File: src/rtl/bcd_calendar_counter_pkg.sv
// ============================================================================
// bcd_calendar_counter_pkg : shared date constants and BCD helpers
// Rev 1.0
// ============================================================================
`default_nettype none

package bcd_calendar_counter_pkg;

  localparam logic [7:0] DEF_YEAR  = 8'h00;
  localparam logic [7:0] DEF_MONTH = 8'h01;
  localparam logic [7:0] DEF_DAY   = 8'h01;

  localparam logic [7:0] MON_JAN = 8'h01;
  localparam logic [7:0] MON_FEB = 8'h02;
  localparam logic [7:0] MON_MAR = 8'h03;
  localparam logic [7:0] MON_APR = 8'h04;
  localparam logic [7:0] MON_MAY = 8'h05;
  localparam logic [7:0] MON_JUN = 8'h06;
  localparam logic [7:0] MON_JUL = 8'h07;
  localparam logic [7:0] MON_AUG = 8'h08;
  localparam logic [7:0] MON_SEP = 8'h09;
  localparam logic [7:0] MON_OCT = 8'h10;
  localparam logic [7:0] MON_NOV = 8'h11;
  localparam logic [7:0] MON_DEC = 8'h12;

  localparam logic [7:0] DAYS_28 = 8'h28;
  localparam logic [7:0] DAYS_29 = 8'h29;
  localparam logic [7:0] DAYS_30 = 8'h30;
  localparam logic [7:0] DAYS_31 = 8'h31;

  function automatic logic is_long_month(input logic [7:0] m);
    return (m == MON_JAN) || (m == MON_MAR) || (m == MON_MAY) || (m == MON_JUL) ||
           (m == MON_AUG) || (m == MON_OCT) || (m == MON_DEC);
  endfunction

  function automatic logic is_short_month(input logic [7:0] m);
    return (m == MON_APR) || (m == MON_JUN) || (m == MON_SEP) || (m == MON_NOV);
  endfunction

  // Century-free leap rule: 2000 is a leap year, so 20YY is leap iff YY % 4 == 0.
  function automatic logic is_leap_year(input logic [7:0] yy);
    logic [3:0] tens;
    logic [3:0] ones;
    tens = yy[7:4];
    ones = yy[3:0];
    return (!tens[0] && (ones == 4'd0 || ones == 4'd4 || ones == 4'd8)) ||
           ( tens[0] && (ones == 4'd2 || ones == 4'd6));
  endfunction

  function automatic logic nibbles_ok(input logic [7:0] b);
    return (b[7:4] <= 4'd9) && (b[3:0] <= 4'd9);
  endfunction

  function automatic logic [7:0] bcd_inc(input logic [7:0] b);
    if (b[3:0] == 4'd9)
      return {b[7:4] + 4'd1, 4'd0};
    else
      return {b[7:4], b[3:0] + 4'd1};
  endfunction

endpackage

`default_nettype wire

File: src/rtl/bcd_calendar_counter_month_len.sv
// ============================================================================
// bcd_calendar_counter_month_len : BCD last day of a BCD month/year (00 if bad month)
// Rev 1.0
// ============================================================================
`default_nettype none

module bcd_calendar_counter_month_len
  import bcd_calendar_counter_pkg::*;
(
  input  logic [7:0] month,
  input  logic [7:0] year,
  output logic [7:0] last_day
);

  // An unrecognised month code yields 00, which no day can satisfy.
  always_comb begin
    last_day = 8'h00;
    if (is_long_month(month))
      last_day = DAYS_31;
    else if (is_short_month(month))
      last_day = DAYS_30;
    else if (month == MON_FEB)
      last_day = is_leap_year(year) ? DAYS_29 : DAYS_28;
  end

endmodule

`default_nettype wire

File: src/rtl/bcd_calendar_counter.sv
// ============================================================================
// bcd_calendar_counter : BCD 20YY-MM-DD day counter with validated load
// Rev 1.0
// ============================================================================
`default_nettype none

module bcd_calendar_counter
  import bcd_calendar_counter_pkg::*;
#(
  parameter logic [7:0] RST_YEAR  = DEF_YEAR,
  parameter logic [7:0] RST_MONTH = DEF_MONTH,
  parameter logic [7:0] RST_DAY   = DEF_DAY
) (
  input  logic       clk,
  input  logic       rst_n,
  input  logic       en,
  input  logic       load,
  input  logic [7:0] load_yy,
  input  logic [7:0] load_mm,
  input  logic [7:0] load_dd,
  output logic [3:0] value0,
  output logic [3:0] value1,
  output logic [3:0] value2,
  output logic [3:0] value3,
  output logic [3:0] value4,
  output logic [3:0] value5,
  output logic       wrap,
  output logic       load_err
);

  logic [7:0] day, month, year;
  logic [7:0] day_next, month_next, year_next;
  logic       wrap_next, err_next;
  logic [7:0] cur_last, load_last;
  logic       load_ok;

  bcd_calendar_counter_month_len u_len_cur (
    .month    (month),
    .year     (year),
    .last_day (cur_last)
  );

  bcd_calendar_counter_month_len u_len_load (
    .month    (load_mm),
    .year     (load_yy),
    .last_day (load_last)
  );

  // With every nibble <= 9, BCD bytes order the same as their decimal values.
  assign load_ok = nibbles_ok(load_yy) && nibbles_ok(load_mm) && nibbles_ok(load_dd) &&
                   (load_last != 8'h00) && (load_dd != 8'h00) && (load_dd <= load_last);

  always_comb begin
    day_next   = day;
    month_next = month;
    year_next  = year;
    wrap_next  = 1'b0;
    err_next   = 1'b0;
    if (load) begin
      if (load_ok) begin
        day_next   = load_dd;
        month_next = load_mm;
        year_next  = load_yy;
      end else begin
        err_next = 1'b1;
      end
    end else if (en) begin
      if (day != cur_last) begin
        day_next = bcd_inc(day);
      end else begin
        day_next = 8'h01;
        if (month == MON_DEC) begin
          month_next = MON_JAN;
          if (year == 8'h99) begin
            year_next = 8'h00;
            wrap_next = 1'b1;
          end else begin
            year_next = bcd_inc(year);
          end
        end else begin
          month_next = bcd_inc(month);
        end
      end
    end
  end

  always_ff @(posedge clk or negedge rst_n) begin
    if (!rst_n) begin
      day      <= RST_DAY;
      month    <= RST_MONTH;
      year     <= RST_YEAR;
      wrap     <= 1'b0;
      load_err <= 1'b0;
    end else begin
      day      <= day_next;
      month    <= month_next;
      year     <= year_next;
      wrap     <= wrap_next;
      load_err <= err_next;
    end
  end

  assign value0 = day[3:0];
  assign value1 = day[7:4];
  assign value2 = month[3:0];
  assign value3 = month[7:4];
  assign value4 = year[3:0];
  assign value5 = year[7:4];

endmodule

`default_nettype wire

File: config.mk
export PLATFORM = sky130hd
export DESIGN_NAME = bcd_calendar_counter
export DESIGN_NICKNAME = d
export VERILOG_FILES = /design/src/rtl/bcd_calendar_counter_pkg.sv /design/src/rtl/bcd_calendar_counter_month_len.sv /design/src/rtl/bcd_calendar_counter.sv
export SDC_FILE = /design/constraint.sdc
export NUM_CORES = 1
export LEC_CHECK = 0
export CORE_MARGIN = 2
export CORE_UTILIZATION = 51
export CTS_BUF_LIST = sky130_fd_sc_hd__clkbuf_4 sky130_fd_sc_hd__clkbuf_8 sky130_fd_sc_hd__clkbuf_16
export DETAILED_ROUTE_END_ITERATION = 8
export GPL_ROUTABILITY_DRIVEN = 0
export PLACE_DENSITY = 0.81
export SLEW_MARGIN = 5
export SYNTH_ARGS = -nofsm -noshare
export SYNTH_HDL_FRONTEND = slang
export SYNTH_SLANG_ARGS = --single-unit
File: constraint.sdc
create_clock -name clk -period 3.6 [get_ports clk]
set_clock_uncertainty 0.15 [all_clocks]
set_input_delay 0.54 -clock clk [delete_from_list [all_inputs] [get_ports clk]]
set_output_delay 0.54 -clock clk [all_outputs]
set_load 0.01 [all_outputs]
==> summary by stage <==
Run status
The flow ran to the end, and the final reports show no timing, DRC or antenna violations.

Placement
The post-placement cell area is 0.00320 mm². The worst setup timing slack at the placement stage is -0.534 ns. The HPWL after detailed placement is 5.49 mm. In this run the tool buffered the top-level ports with 53 buffer cells. The number of placed cells counting well taps is 401.

Clock network
The number of buffers inserted by hold repair at cts is 0. The number of clock buffers inserted by TritonCTS is 3. TritonCTS built the clock tree. The maximum number of buffers from clock root to sink is 2. After clock tree synthesis, the clock-pin slew on the worst setup and hold paths is 0.10 ns. The clock latency on the worst-skew pair is 0.29 ns. The buffer cell driving the clock tree root is clkbuf_8. The clock net in this run drives a total of 26 sinks.

The depth of the CTS H-tree is 1.

Critical path
The worst reg-to-reg setup slack is 0.61 ns. The required time of the critical path is 3.62 ns. STA classifies the critical path startpoint as an input pin. The number of cells on the worst reg-to-reg path is 8. The data arrival time of the worst path is 3.45 ns. The sort of element at the end of the critical path is a register. The kind of critical path is input pin to register.

Along the worst path, the maximum fanout reaches 6.

Route
Before antenna repair, the detailed router went through 5 iterations. After detailed routing, the average wire length per cell comes to 18.0 µm. The post-detailed-route via-to-cell ratio is 6.60. The first-iteration detailed-routing DRC count is 206. The number of remaining DRC errors is 0.

The routed layout has 2707 vias. The post-detailed-route count of antenna-violating nets is 0. The final layout contains routed wiring with a total length of 7.37 mm.

Final layout
The finished cells cover 0.00335 mm². The fraction of layout instances using a drive strength above 1 is 0.198. The final-layout fill cell count is 345.

The final layout net count is 399. The area growth from synthesis to final layout is 39.1%. The total inserted antenna cells is 0. The number of cells in the finished layout apart from fillers is 410.

Global routing
The layer flagged by global routing as most heavily used is met2. The number of global-route vias before repair is 2385. The largest net degree at the start of global routing is 34. The first-pass GRT wire length is 11.7 mm.

The global routing met2 resource utilization is 0.435. The global-route met3 utilization is 0.0331. The met1 routing resource usage after global routing is 0.406. The overall fraction of global-route tracks in use is 0.281. The initial antenna violation count came to 0. The total overflow reported by the global router is 0.

STA
The minimum clock period is 3.42 ns. Static timing analysis puts the maximum clock frequency at 292 MHz. The normalized max-slew margin is 0.606.

The transition time at the pin with the least slew margin is 0.586 ns. The aggregate negative setup slack is 0 ns. The setup-violating endpoint count in the final report is 0. The final-report hold violation count is 0.

The final setup slack of the worst path is 0.175 ns. Setup repair after global routing left no endpoint under its margin. The max-slew violation count is 0. Of the available clock period, the critical path in the final layout requires 0.951.

Logic synthesis
The share of synthesized registers carrying an async set or reset is 1.00. Of the post-synthesis cell area, the dominant cell type holds 0.250. Ranked by total cell area, the synthesized netlist is headed by dfrtp_1 (25%), ha_1 (6.2%), o21ai_0 (3.7%). Of all cell types, the one taking the most synthesized area is dfrtp_1. Counting every instance in the synthesized netlist gives 284. The count of warnings emitted by yosys is 0. Counting flops and latches in the post-synthesis netlist gives 26. For this run, the leading register cell type out of synthesis is dfrtp_1.

The sequential area share after synthesis is 0.271. Counting instances in the post-synthesis netlist gives the leading cell types as dfrtp_1 (24), nand2_1 (24), o21ai_0 (18). After synthesis, the mean cell area works out to 8.47 µm².

Synthesis produced a netlist with a net count of 324. The number of distinct library cells after synthesis is 66. The number of synthesized flops with an enable pin is 0.

The mapped netlist covers 0.00241 mm².

Power
Summed over all cells, the static leakage comes to 1.38 nW. Total power for the finished layout comes to 1.20 mW. The maximum resistive drop on vdd is 260 µV.

In this run the power density over the cells is 359 mW/mm².

Floorplan
The initial core utilization is 0.541. Pin placement for this block handled 54 I/O pins. The floorplan step set the die width to 72.7 µm. The floorplan step set the die height to 72.7 µm. Row generation in the floorplan step produced 24 rows. The area of the core region is 0.00444 mm². The area of the die is 0.00528 mm².

Hold path
The worst hold path was traced through 2 stages. The worst min-delay path class is register to register.

Flow run
The tool flagged a number of max-cap violations equal to 0.
-- layout make-up --
class                   instances  area, µm²  area share
repair buffers                 86        803       0.240
clock buffers                   4       55.1      0.0165
multi-input cells             227       1710       0.512
well taps                      52       65.1      0.0194
inverters                      15       56.3      0.0168
flip-flops and latches         26        653       0.195
-- layout by cell type (no fill, tap or decap), types with 3 or more instances in the layout --
master           netlist  routed
a21o_1                 4       4
a21oi_1               17      16
a221o_1                3       3
a22oi_1                7       7
a31oi_1                4       4
and2_1                 3       3
buf_4                  1      30
clkbuf_8               0       4
clkdlybuf4s50_1        0      45
dfrtp_1               24      24
dlymetal6s2s_1         0       6
ha_1                  12      11
inv_1                 14      14
mux2_2                 3       3
mux2i_1                7       7
nand2_1               24      24
nand3_1               12      11
nand3b_1               3       3
nand4_1                8       8
nor2_1                15      13
nor2_2                 1       3
nor2b_1                5       5
nor3_1                15      14
nor4_1                 4       4
nor4b_1                5       4
o21ai_0               18      17
o22ai_1                3       3
o31a_1                 3       3
or4_1                  3       3
-- path summary, 6_finish.rpt --
kind	start	end
max	load_mm[1]	month[7]
min	day[7]	day[7]
max reg2reg	month[5]	day[4]
min reg2reg	day[7]	day[7]
max in group asynchronous	rst_n	month[0]
min in group asynchronous	rst_n	day[3]
-- power by group --
part	switching (mW)	internal, mW
clock network	0.108	0.0984
registers	0.103	0.339
logic	0.279	0.275
-- per-layer routing --
layer	wire length [µm]	vias to the layer above
met3	581	24
met4	219	0
li1	-	1239
met1	3100	1277
met2	3470	167
met5	0	-
-- what timing repair did --
action | 4_1_cts | 5_1_grt
setup buffers | 4 | 1
endpoints found under the setup margin | 20 | 22
cloned | 0 | 0
endpoints found under the hold margin | 0 | 0
pin swaps | 4 | 5
resized for setup | 5 | 17
-- sequential cells by signal, indices dropped and copies added (netlist names) --
signal    cells
wrap          1
day           8
year          8
load_err      1
month         8
-- stage by stage --
step            util  hold slack (ns)
2_1_floorplan      -           0.0944
3_3_place_gp   0.720            0.394
3_5_place_dp   0.720            0.405
4_1_cts        0.742            0.420
5_1_grt        0.753            0.443
6_report       0.753            0.421
-- critical path, stage by stage --
cell and delay, ns:
dlymetal6s2s_1 0.15, buf_4 0.17, a21oi_1 0.15, nor2b_1 0.09, a211oi_2 0.18, inv_1 0.10, ha_4 0.26, a2111oi_4 0.36
o21ai_2 0.14, a2111oi_4 0.46, a31oi_4 0.16, or3_4 0.36, a221o_1 0.32
-- cell families (layout without fill, tap and decap cells) --
group	Yosys count	count (layout)	share of synthesized area
xor+xnor	4	4	0.0208
simple gates	113	113	0.272
flops	26	26	0.271
fa+ha+maj	12	12	0.0624
compound gates	87	87	0.266
mux	11	11	0.0525
buf+inv	31	105	0.0546
(Power assumes the default switching activity.)
